==> src/rtl/uart_tx_fifo_drain.sv <==
// ---------------------------------------------------------------------------
// uart_tx_fifo_drain
//
// Purpose:
//   UART transmitter that drains a first-word-fall-through byte FIFO. Whenever
//   it is idle, enabled and the FIFO reports data, it pops one word and sends
//   it as a start bit, DATA_SIZE data bits (LSB first) and STOP_BITS stop bits.
//
// Ports:
//   clk           rising-edge clock
//   reset         asynchronous, active-low reset (0 = in reset)
//   tx_enable     permission to start a new frame, looked at only in IDLE
//   fifo_empty    FIFO empty flag
//   fifo_data     FIFO read data, valid while fifo_empty = 0
//   fifo_read     one-cycle pop strobe to the FIFO
//   tx            registered serial line, idles high
//   busy          high while a frame is in progress (state != IDLE)
//   tx_done_tick  one-cycle pulse in the last clk of the final stop bit
//
// Handshake: the FIFO side acts as valid = ~fifo_empty and ready = IDLE &
//   tx_enable; a word transfers on the rising edge where fifo_read
//   (valid & ready) is high. fifo_data is captured on that same edge, so a
//   late-updating empty flag cannot cause a second pop: the FSM has already
//   left IDLE by the time the flag can be stale.
// ---------------------------------------------------------------------------
module uart_tx_fifo_drain #(
    parameter int DATA_SIZE    = 8,
    parameter int CLKS_PER_BIT = 5208,
    parameter int STOP_BITS    = 1
) (
    input  logic                 clk,
    input  logic                 reset,
    input  logic                 tx_enable,
    input  logic                 fifo_empty,
    input  logic [DATA_SIZE-1:0] fifo_data,
    output logic                 fifo_read,
    output logic                 tx,
    output logic                 busy,
    output logic                 tx_done_tick
);

    localparam int CNT_W = (CLKS_PER_BIT > 1) ? $clog2(CLKS_PER_BIT) : 1;
    localparam int IDX_W = (DATA_SIZE > 1) ? $clog2(DATA_SIZE) : 1;

    localparam logic [CNT_W-1:0] CNT_LAST  = CNT_W'(CLKS_PER_BIT - 1);
    localparam logic [IDX_W-1:0] IDX_LAST  = IDX_W'(DATA_SIZE - 1);
    // Index of the final stop bit: 0 for one stop bit, 1 for two.
    localparam logic             STOP_LAST = (STOP_BITS == 2);

    typedef enum logic [1:0] {
        IDLE  = 2'd0,
        START = 2'd1,
        DATA  = 2'd2,
        STOP  = 2'd3
    } state_t;

    state_t               state, state_next;
    logic [CNT_W-1:0]     cnt, cnt_next;
    logic [IDX_W-1:0]     idx, idx_next;
    logic [DATA_SIZE-1:0] shift, shift_next;
    logic                 stop_idx, stop_idx_next;
    logic                 tx_next;
    logic                 bit_end;

    assign busy    = (state != IDLE);
    assign bit_end = (cnt == CNT_LAST);

    // State and datapath registers.
    always_ff @(posedge clk or negedge reset) begin
        if (!reset) begin
            state    <= IDLE;
            cnt      <= '0;
            idx      <= '0;
            shift    <= '0;
            stop_idx <= 1'b0;
            tx       <= 1'b1;
        end else begin
            state    <= state_next;
            cnt      <= cnt_next;
            idx      <= idx_next;
            shift    <= shift_next;
            stop_idx <= stop_idx_next;
            tx       <= tx_next;
        end
    end

    // Next-state, datapath updates and strobes.
    always_comb begin
        state_next    = state;
        cnt_next      = cnt + CNT_W'(1);
        idx_next      = idx;
        shift_next    = shift;
        stop_idx_next = stop_idx;
        tx_next       = tx;
        fifo_read     = 1'b0;
        tx_done_tick  = 1'b0;

        case (state)
            IDLE: begin
                cnt_next      = '0;
                idx_next      = '0;
                stop_idx_next = 1'b0;
                tx_next       = 1'b1;
                // Gated by reset so no word is popped (and lost) while the
                // block is held in reset.
                if (reset && tx_enable && !fifo_empty) begin
                    fifo_read  = 1'b1;
                    shift_next = fifo_data;
                    tx_next    = 1'b0;
                    state_next = START;
                end
            end

            START: begin
                if (bit_end) begin
                    cnt_next   = '0;
                    idx_next   = '0;
                    tx_next    = shift[0];
                    state_next = DATA;
                end
            end

            DATA: begin
                if (bit_end) begin
                    cnt_next = '0;
                    if (idx == IDX_LAST) begin
                        tx_next       = 1'b1;
                        stop_idx_next = 1'b0;
                        state_next    = STOP;
                    end else begin
                        idx_next   = idx + IDX_W'(1);
                        shift_next = shift >> 1;
                        tx_next    = shift_next[0];
                    end
                end
            end

            STOP: begin
                if (bit_end) begin
                    cnt_next = '0;
                    if (stop_idx == STOP_LAST) begin
                        tx_done_tick = 1'b1;
                        state_next   = IDLE;
                    end else begin
                        stop_idx_next = 1'b1;
                    end
                end
            end

            default: begin
                state_next = IDLE;
                tx_next    = 1'b1;
            end
        endcase
    end

endmodule

==> config.mk <==
export PLATFORM = sky130hd
export DESIGN_NAME = uart_tx_fifo_drain
export DESIGN_NICKNAME = d
export VERILOG_FILES = /design/src/rtl/uart_tx_fifo_drain.sv
export SDC_FILE = /design/constraint.sdc
export NUM_CORES = 1
export LEC_CHECK = 0
export CAP_MARGIN = 20
export CORE_MARGIN = 5
export CORE_UTILIZATION = 50
export DETAILED_ROUTE_END_ITERATION = 7
export DONT_BUFFER_PORTS = 1
export REMOVE_ABC_BUFFERS = 1
export SKIP_CTS_REPAIR_TIMING = 1
export SLEW_MARGIN = 20
export SYNTH_ARGS = -nofsm -noshare
export SYNTH_HDL_FRONTEND = slang
export SYNTH_SLANG_ARGS = --single-unit
==> constraint.sdc <==
create_clock -name clk -period 3.9 [get_ports clk]
set_input_delay 0.39 -clock clk [delete_from_list [all_inputs] [get_ports clk]]
set_output_delay 0.39 -clock clk [all_outputs]
set_load 0.03 [all_outputs]
; ---- After elaboration in Yosys (flattened, before gate mapping)
; Index checks and enable logic that the tools add are counted.
[op_classes]
n_addsub = 2
n_eq_ne = 12
muxes = 32
n_reduce_logical = 14
[op_table]
columns = op, count
row1 = $pmux 13 s2, 1
row2 = $mux 8, 3
row3 = $pmux 8 s2, 1
row4 = $ne 2x2->1 const B, 7
row5 = $add 13x1->13 const B, 1
row6 = $eq 13x13->1 const B, 1
row7 = $mux 1, 13
row8 = $mux 13, 1
row9 = $mux 2, 6
row10 = $reduce_and 4->1, 3
row11 = $mux 3, 3
row12 = $pmux 3 s3, 1
row13 = $pmux 2 s4, 1
row14 = $pmux 1 s3, 2
row15 = $reduce_and 6->1, 1
row16 = $reduce_bool 3->1, 2
row17 = $eq 2x2->1 const B, 2
row18 = $reduce_bool 2->1, 2
row19 = $add 3x1->3 const B, 1
row20 = $eq 3x3->1 const B, 1
row21 = $reduce_and 3->1, 1
row22 = $reduce_or 3->1, 1
row23 = $eq 2x1->1 const B, 1
row24 = $logic_and 1x1->1, 2
row25 = 2 further kinds, 2
[totals]
regBits = 28
inputBits = 12
wordCells = 66

; ---- Logic depth before layout (Yosys ltp)
[logic_depth]
word_depth = 4
mapped_depth = 7

; ---- Least setup slack after synthesis
; Ideal clock, no wire load.
[synth_timing]
path_type = register to output
start = register cnt[9]
end = output tx_done_tick
arrival_ps = 1568
slack_ps = 1942
stages_incl_launch_ff = 4
n_path_buf = 0
cell_sequence = dfrtp_1 or4b_4 nor3_4 and2_1
[synth_between]
elab_chain_cells = 3
[synth_rtl]
columns = element, line_no
row1 = start: declaration, 58  ; logic [CNT_W-1:0] cnt, cnt_next;
row2 = start signal: assignment, 79  ; cnt <= cnt_next;
row3 = $eq 13x13->1, 66  ; assign bit_end = (cnt == CNT_LAST);
row4 = $mux 1, 139  ; if (bit_end) begin
row5 = $mux 1, 98  ; case (state)
row6 = end: declaration, 39  ; output logic tx_done_tick
; Every way passes these cells.

; ---- Worst setup path after layout
; Ends and elaborated chain as after synthesis.

==> flow_metrics.py <==
metrics = {
    "run_status": {
        "result_of_the_run": "complete, no violations",
    },
    "final_layout": {
        "ant_diodes": 0,
        "fraction_of_final_layout_cells_with_drive_strength_greater_than_1": 0.0839,
        "area_delta_synth_final_pct": 5.49,
        "layout.filler_cells": 264,
        "multiInputGateArea_sq_um": 767,
        "finalNonFillerCells": 174,
        "layout.area.seq_sq_um": 677,
        "final_net_count": 164,
        "postLayoutCoreUtil": 0.557,
    },
    "detailed_routing": {
        "met3RoutedLength_microns": 109,
        "drt-wirelength-per-cell_microns": 15.6,
        "total_number_of_vias": 1053,
        "top_signal_layer_used": "met4",
        "avgViaCountPerCell": 6.05,
        "routed_wirelength_microns": 2720,
        "number_of_remaining_drc_errors": 0,
        "antenna_nets_post_route": 0,
        "route.met2.wl_microns": 1230,
        "drt-initial-drc-count": 50,
        "detailedRoute.firstPassIterationCount": 4,
        "met1_length_microns": 1340,
    },
    "die": {
        "design.portCount": 16,
        "die_area_sq_um": 4150,
        "chipWidth_microns": 64.4,
        "placement_rows": 19,
        "area_of_the_placeable_core_sq_um": 2810,
        "initial_utilization": 0.528,
        "floorplan.die.height_microns": 64.4,
    },
    "synthesis": {
        "synth.mux.area_fraction": 0.0296,
        "ys_seq_elements": 27,
        "syn_avg_cell_area_sq_um": 10.6,
        "ys.warnings.count": 0,
        "syn_area_sq_um": 1480,
        "combinational_family_with_the_most_area_after_synthesis": "simple AND/OR/NAND/NOR gates",
        "seq_area_frac_synth": 0.457,
        "synth-simple-area-share": 0.243,
        "yosys.cell_types.count": 36,
        "synth-compound-area-share": 0.112,
        "synthArstFlopShare": 1.00,
        "synthesized_netlist_cell_count": 140,
        "synthXorXnorAreaFrac": 0.0650,
        "synth-edff-count": 0,
        "synth_flop_cell": "sky130_fd_sc_hd__dfrtp_1",
        "synth_area_in_adders": 0.0676,
    },
    "grt": {
        "vias_in_the_first_global_route": 1020,
        "grtUsageTotal": 0.143,
        "maximum_number_of_pins_on_one_net_before_global_route_repair": 29,
        "grt_pass1_wl_microns": 4750,
        "grt_antenna_before_repair": 0,
        "gr-total-overflow": 0,
    },
    "clock_network": {
        "clock-sinks": 27,
        "worst_setup_hold_path_clk_slew_ps": 150,
        "cts_max_path_buffers": 2,
        "clock_insertion_delay_worst_skew_ps": 330,
        "tritoncts": "built",
        "ctsHtreeMaxLevel": 1,
        "cts_inserted_buffers": 3,
        "root_buffer": "sky130_fd_sc_hd__clkbuf_4",
    },
    "timing": {
        "finalCriticalPeriod_ps": 2430,
        "timing.final.hold_violations": 0,
        "slew_headroom": 0.637,
        "rsz0062_at_grt": "no",
        "worst_pin_slew_ps": 543,
        "finalSetupViolCount": 0,
        "finalMaxSlewViolations": 0,
        "max_freq_mhz": 412,
        "tcrit_tclk_final": 0.622,
        "fin_tns_setup_ps": 0,
        "finalClockSkew_ps": 7.61,
    },
    "run": {
        "cap_violations": 0,
    },
    "worst_hold_path": {
        "worst_hold_path_type": "primary input to flip-flop",
        "min_from": "fifo_data[1]",
    },
    "critical_path": {
        "worstPathArrival_ps": 2040,
        "ff2ff_path_depth": 4,
        "startpoint_of_the_worst_register_to_register_path": "cnt[9]",
        "r2r_end": "state[1]",
        "crit_path_start": "cnt[9]",
        "endpoint_kind": "output pin",
        "critPathRequiredTime_ps": 3510,
        "ff2ff_setup_slack_ps": 1880,
        "start_kind": "flip-flop",
        "worst_setup_path_endpoint": "tx_done_tick",
        "path_max_fanout": 7,
        "timing.setup.critical_path_class": "flip-flop to output pin",
    },
    "placed_design": {
        "dp_cells": 168,
        "hpwl_microns": 1940,
        "gpl.final_weighted_congestion": 0.801,
        "port_buffers": 0,
    },
    "power_and_ir_drop": {
        "vdd.ir_drop.worst_mv": 0.333,
        "p_leak_nw": 0.659,
        "cellPowerDensity_nw_per_um2": 592,
    },
}
-- cells in the final DEF (no fill, tap or decap), types with 4 or more instances in the layout --
cell / n
sky130_fd_sc_hd__o221a_1: 7
sky130_fd_sc_hd__or3_1: 7
sky130_fd_sc_hd__nor2_1: 23
sky130_fd_sc_hd__ha_1: 8
sky130_fd_sc_hd__nor4_1: 4
sky130_fd_sc_hd__dfrtp_1: 26
sky130_fd_sc_hd__nand3_1: 5
sky130_fd_sc_hd__xnor2_1: 9
sky130_fd_sc_hd__inv_1: 6
sky130_fd_sc_hd__nand2_1: 10
-- how the worst min path moves through the flow --
stage / endpoint / slack, ps / depth (start not counted)
after CTS: idx[2] / -290 / 0
after detailed placement: state[0] / 100 / 0
final: shift[1] / 320 / 2
after global routing: shift[1] / 300 / 2
after global placement: state[0] / 100 / 0
after floorplan: cnt[0] / 90 / 0
-- sequential cells by signal (all words and copies together), names as in the netlist --
name   cells
idx        3
shift      8
state      2
cnt       13
tx         1
-- synth_stat cells, drive strengths merged (2+ instances only) --
cell type,n,share of area
a22o,3,0.018
clkbuf,2,0.0051
dfrtp,26,0.44
ha,8,0.068
inv,6,0.015
mux2,3,0.023
nand2,10,0.025
nand3,5,0.017
nand4b,2,0.022
nor2,23,0.058
nor3,4,0.021
nor4,5,0.031
o21ai,4,0.014
o221a,7,0.053
or3,7,0.030
xnor2,9,0.053
xor2,2,0.012
-- cell type report --
type,instances,area share
Sequential cell,27,0.433
Inverter,6,0.0144
Multi-Input combinational cell,104,0.491
Clock inverter,1,0.00320
Tap cell,31,0.0248
Clock buffer,3,0.0144
Timing Repair Buffer,2,0.0192
-- per-stage QoR --
| step | hold WS (ps) | worst slack, ps | total power, W | area, sq um |
|---|---|---|---|---|
| after CTS | -288 | 1450 | 0.000926 | 1530 |
| final | 320 | 1470 | 0.000925 | 1560 |
| after global routing | 296 | 1340 | 0.00101 | 1560 |
| after detailed placement | 95.1 | 1840 | 0.000799 | 1510 |
| after floorplan | 94.4 | 1940 | 0.000718 | 1470 |
| after global placement | 95.1 | 1870 | 0.000788 | 1510 |
-- metal layers --
metal / vias up / track usage
met5: - / 0
met4: 0 / 0.0554
met3: 3 / 0.0294
met2: 21 / 0.223
met1: 522 / 0.196
li1: 507 / -
-- worst max-delay path, stage by stage (launching register included) --
cell and delay [ps]:
sky130_fd_sc_hd__dfrtp_1 460, sky130_fd_sc_hd__or4b_4 590, sky130_fd_sc_hd__nor3_4 290, sky130_fd_sc_hd__and2_1 370
-- power breakdown --
group / internal (W) / leakage, nW / switching, W / total [W]
Clock: 0.0000385 / 0.0177 / 0.0000832 / 0.000122
Combinational: 0.000157 / 0.309 / 0.000230 / 0.000387
Sequential: 0.000353 / 0.332 / 0.0000638 / 0.000417
Total: 0.000548 / 0.659 / 0.000377 / 0.000925
-- kinds of logic (layout without fill, tap and decap cells) --
family | count (synthesis) | in the layout
AND/OR/NAND/NOR | 63 | 63
flip-flops | 27 | 27
AO/OA/AOI/OAI | 18 | 18
XOR/XNOR | 11 | 11
buffers and inverters | 9 | 12
adder cells (fa/ha/maj) | 8 | 8
multiplexers | 4 | 4
Power figures use the tool's default switching activity.
